## config.mk

```make
export PLATFORM = sky130hd
export DESIGN_NAME = pipe_buffer_elastic
export DESIGN_NICKNAME = d
export VERILOG_FILES = /design/src/rtl/pipe_buffer_elastic.sv
export SDC_FILE = /design/constraint.sdc
export NUM_CORES = 1
export LEC_CHECK = 0
export CAP_MARGIN = 20
export CORE_ASPECT_RATIO = 0.8
export CORE_UTILIZATION = 40
export CTS_BUF_LIST = sky130_fd_sc_hd__clkbuf_2
export CTS_CLUSTER_DIAMETER = 100
export DETAILED_ROUTE_END_ITERATION = 7
export GPL_TIMING_DRIVEN = 0
export PLACE_DENSITY = 0.89
export RECOVER_POWER = 50
export SLEW_MARGIN = 30
export SYNTH_ARGS = -nofsm -noshare
export SYNTH_HDL_FRONTEND = slang
export SYNTH_SLANG_ARGS = --single-unit
```

## constraint.sdc

```tcl
create_clock -name clk -period 1 [get_ports clk]
set_input_delay 0.2 -clock clk [delete_from_list [all_inputs] [get_ports clk]]
set_output_delay 0.2 -clock clk [all_outputs]
set_load 0.005 [all_outputs]
```

## src/rtl/pipe_buffer_elastic.sv

```systemverilog
// rtl/pipe_buffer_elastic.sv - elastic valid/ready pipeline stage buffer with flush and NOP fill
module pipe_buffer_elastic #(
    parameter int                 WIDTH     = 64,
    parameter int                 DEPTH     = 1,
    parameter logic [WIDTH-1:0]   NOP_VALUE = {WIDTH{1'b0}},
    localparam int                OCC_W     = $clog2(DEPTH + 1)
) (
    input  logic              clk,
    input  logic              rst_n,
    input  logic              in_valid,
    output logic              in_ready,
    input  logic [WIDTH-1:0]  in_data,
    input  logic              flush,
    output logic              out_valid,
    input  logic              out_ready,
    output logic [WIDTH-1:0]  out_data,
    output logic [OCC_W-1:0]  occupancy
);

    logic [DEPTH-1:0] stage_valid;
    logic [WIDTH-1:0] stage_data [DEPTH];
    logic [DEPTH:0]   stage_ready;
    logic [OCC_W-1:0] occ_count;

    // Readiness ripples back from the output: a stage can take data if it is
    // empty (bubble collapse) or if the stage after it is moving this cycle.
    always_comb begin
        stage_ready        = '0;
        stage_ready[DEPTH] = out_ready;
        for (int i = DEPTH - 1; i >= 0; i--) begin
            stage_ready[i] = ~stage_valid[i] | stage_ready[i + 1];
        end
    end

    // Count of occupied stages, tracks the valid bits directly.
    always_comb begin
        occ_count = '0;
        for (int i = 0; i < DEPTH; i++) begin
            occ_count = occ_count + OCC_W'(stage_valid[i]);
        end
    end

    assign in_ready  = stage_ready[0];
    assign out_valid = stage_valid[DEPTH-1];
    assign out_data  = stage_valid[DEPTH-1] ? stage_data[DEPTH-1] : NOP_VALUE;
    assign occupancy = occ_count;

    // Stage registers: flush empties every stage (dropping any same-cycle input);
    // otherwise each ready stage loads from its predecessor and stalled stages hold.
    always_ff @(posedge clk or negedge rst_n) begin
        if (!rst_n) begin
            stage_valid <= '0;
            for (int i = 0; i < DEPTH; i++) begin
                stage_data[i] <= NOP_VALUE;
            end
        end else if (flush) begin
            stage_valid <= '0;
            for (int i = 0; i < DEPTH; i++) begin
                stage_data[i] <= NOP_VALUE;
            end
        end else begin
            if (stage_ready[0]) begin
                stage_valid[0] <= in_valid;
                stage_data[0]  <= in_valid ? in_data : NOP_VALUE;
            end
            for (int i = 1; i < DEPTH; i++) begin
                if (stage_ready[i]) begin
                    stage_valid[i] <= stage_valid[i-1];
                    stage_data[i]  <= stage_valid[i-1] ? stage_data[i-1] : NOP_VALUE;
                end
            end
        end
    end

endmodule

```

==> out/results.md <==
* 480 ps — clock insertion delay at the later pin of the skew report
* 28 — floorplan row count
* 0.771 — final estimated routing congestion in global placement
* 8.98 um2 — average instance area after synthesis
* out_data[15] — CP Capture Point
* 4770 um2 — Placed Instance Area
* 440 ps — Critical Path Max Stage Delay
* -779 ps — min setup slack post-route
* 32.7% — clock group share of total power
* output port — capturing element type of the critical path
* 65 — count of state elements after synthesis
* 3 — total number of H-tree levels
* 1.70 mW — net switching power
* sky130_fd_sc_hd__dfrtp_1 — critical-path cell with the highest stage delay
* 2 — maximum clock path buffer count
* 562 MHz — max frequency
* yes — clock tree from TritonCTS
* 22.5% — part of the power in combinational logic
* 5 — cell count along the critical path
* 43.6% — Max-slew headroom
* 27.1% — fraction of power spent switching nets
* 1580 ps — critical path arrival
* 134 — final setup vio count
* 0 — hold violation total from the final report
* 845 ps — transition time of the tightest slew-check pin
* 10 — depth of the worst register-to-register path
* buffers and inverters — cell class contributing the biggest share of worst-path delay
* sky130_fd_sc_hd__dfrtp_1 — Yosys top cell by area
* 35 — pin count of the biggest net entering global routing
* 6610 um — dpl hpwl
* input pin to flop — path category of the worst min-delay check
* 0 — total grt overflow
* -791 ps — minimum setup slack after placement
* 44.8% — register share of total power
* 65 — clock sinks
* sky130_fd_sc_hd__dfrtp_1 — most frequent cell after synthesis
* 84.4 ps — Worst Hold Margin
* sky130_fd_sc_hd__dfrtp_1 (65), sky130_fd_sc_hd__and2_1 (64), sky130_fd_sc_hd__nand2_1 (64), sky130_fd_sc_hd__a21oi_1 (54), sky130_fd_sc_hd__nand3_1 (54) — Commonest cells post-synth
* out_valid — startpoint of the worst setup timing path
* 4 — number of buffer and inverter stages on the critical path
* 50.2% — sequential fraction of the synthesis area
* 190 ps — clock-pin slew on the worst setup and hold paths
* 602 — Net count, final
* 3240 um2 — total standard cell area after synthesis
* 5.23 — Vias/cell
* 0 — post-route ant nets
* 0 — number of remaining DRC errors
* 50.2% — area share of the largest cell type after synthesis
* 800 ps — required time of the worst setup path
* 0 — number of antenna violations at the first check in global routing
* out_valid — Reg-to-Reg Start
* 430 — number of nets in the synthesized netlist
* 75.6% — final cell utilization of the core
* flop to output port — crit path kind
* 103 um — DIE WIDTH
* 11500 um — wirelength, routed
* complete, but fails checks — status
* 3317 — via count of the first global-routing pass
* -660 ps — FF-to-FF setup slack
* sky130_fd_sc_hd__clkbuf_2 — clock root buffer
* 178% — part of the cycle the worst path needs
* 4 — count of TritonRoute iterations in the first routing pass
* 6.27 mW — power after layout
* 50.6% — fraction of layout cells with a size suffix above 1
* 4.57 mW — total internal power
* yes — unrepaired setup endpoints after global routing
* 2.58 nW — Leak
* sky130_fd_sc_hd__dfrtp_1 — most used flip-flop cell after synthesis
* 7640 um2 — area of the core
* 94 — detailed router's first-iteration violation count
* 82.5 um — Die Span Y
* 17.8 um — average wire length per cell after detail routing
* 0 — Synthesis Warnings
* sky130_fd_sc_hd__dfrtp_1 (50%), sky130_fd_sc_hd__and2_1 (12%), sky130_fd_sc_hd__a21oi_1 (8.3%) — synth top area cells
* stage_data[28] — reg-to-reg endpoint
* 136 — I/O pins
* 3363 — vias after detailed routing
* 361 — number of cells produced by synthesis
* 1780 ps — minimum clock period after layout
* 77.9% — area added between synthesis and finish
* 15900 um — first-pass GRT wire length
* sky130_fd_sc_hd__buf_6 — most numerous cell on the critical path
* 0 — max_cap viols
* 26.5 ps — clock tree skew after final layout
* 804 uV — peak ir drop on the vdd network
* 6 — largest fanout on the critical path
* 42.5% — initial cell density of the core
* 0 — Slew Limit Fails
* 0 — number of synthesized flops with an enable pin
* 1090 nW/um2 — Cell Pwr Density
* 133 — Port-buffer cells
* buf_6, buf_6, clkbuf_16, and2_1, clkbuf_2 — critical path cell sequence
* 8470 um2 — floorplan die area
* negative setup slack — failing checks
* 9 — number of CTS-inserted buffers
* flop — startpoint types
* 0 — n_diodes
* 100% — Async SR Flop Fraction
* 5770 um2 — fin area
* 25.0% — total global routing track utilization
* 14 — number of distinct standard cells referenced by the synthesized netlist
through the flow:
stage          TNS (ps)  instances
2_1_floorplan     -7190        361
3_3_place_gp    -227190        599
3_5_place_dp     -76780        600
4_1_cts          -86760        639
5_1_grt          -92900        643
6_report         -82770        643
cells by family (layout without fill, tap and decap cells):
kind of cell | count (synthesis) | in the layout | synth area share (%)
DFF | 65 | 65 | 50.2
and+or+nand+nor | 195 | 195 | 31.8
AOI/OAI and AO/OA | 64 | 64 | 11.0
buffers and inverters | 37 | 214 | 6.98
flip-flops by register name, summed over array words and instances (netlist names):
signal      flops
out_valid       1
stage_data     64
worst reg2reg max path, delay by kind of cell, from the launching register on:
kind	cells	cell delay, ps
buffers and inverters	7	800
DFF	1	440
and+or+nand+nor	2	210
AOI/OAI and AO/OA	1	170
repair_timing:
item                                   CTS  global route
hold buffers                             1             0
pin swaps                               13            46
gates cloned                             8             2
setup endpoints to repair              132           132
buffers inserted                        15             8
endpoints found under the hold margin   65             0
gates resized for setup                219           202
layout make-up:
| type | instances | area [um2] |
|---|---|---|
| Buffer | 33 | 309 |
| Clock buffer | 9 | 45.0 |
| Clock inverter | 7 | 109 |
| Fill cell | 523 | 1870 |
| Inverter | 1 | 6.26 |
| Multi-Input combinational cell | 259 | 1890 |
| Sequential cell | 65 | 1630 |
| Tap cell | 105 | 131 |
| Timing Repair Buffer | 164 | 1660 |
power by group through the flow:
stage	sequential (mW)	clock, mW	combinational [mW]
global placement	2.84	0	0.949
floorplan	2.83	0	0.423
finish	2.81	2.05	1.41
global route	2.82	2.20	1.50
detailed placement	2.85	0	0.981
CTS	2.80	2.08	1.21
worst min path at each step:
stage	from	end	slack, ps	cells past startpoint
floorplan	rst_n	out_valid	-100	0
global placement	stage_data[54]	stage_data[54]	500	2
detailed placement	rst_n	stage_data[63]	170	1
CTS	in_valid	stage_data[61]	20	3
global route	in_valid	stage_data[56]	20	3
finish	in_valid	stage_data[61]	80	3
placed cells by master (no fill, tap or decap), types with 2 or more instances in the layout:
master,synthesis,layout
sky130_fd_sc_hd__clkbuf_1,12,6
sky130_fd_sc_hd__buf_8,0,12
sky130_fd_sc_hd__nor2_1,2,2
sky130_fd_sc_hd__buf_12,0,6
sky130_fd_sc_hd__buf_16,0,6
sky130_fd_sc_hd__bufinv_16,0,3
sky130_fd_sc_hd__a21oi_1,54,10
sky130_fd_sc_hd__nand3_1,54,15
sky130_fd_sc_hd__buf_2,10,12
sky130_fd_sc_hd__and2_1,64,36
sky130_fd_sc_hd__nand3_4,0,9
sky130_fd_sc_hd__nand3_2,10,40
sky130_fd_sc_hd__buf_4,8,10
sky130_fd_sc_hd__clkdlybuf4s50_1,0,65
sky130_fd_sc_hd__dfrtp_1,65,65
sky130_fd_sc_hd__clkbuf_16,0,2
sky130_fd_sc_hd__clkbuf_2,0,47
sky130_fd_sc_hd__nand2_1,64,64
sky130_fd_sc_hd__clkinv_2,0,3
sky130_fd_sc_hd__buf_6,6,38
sky130_fd_sc_hd__and2_4,0,28
sky130_fd_sc_hd__a21oi_2,10,54
layer usage:
metal / up-vias / track usage, % / routed length, um
li1: 1536 / - / -
met1: 1699 / 30.5 / 4670
met2: 111 / 44.1 / 6110
met3: 17 / 5.72 / 538
met4: 0 / 7.71 / 143
met5: - / 0 / 0
Power figures use the tool's default switching activity.
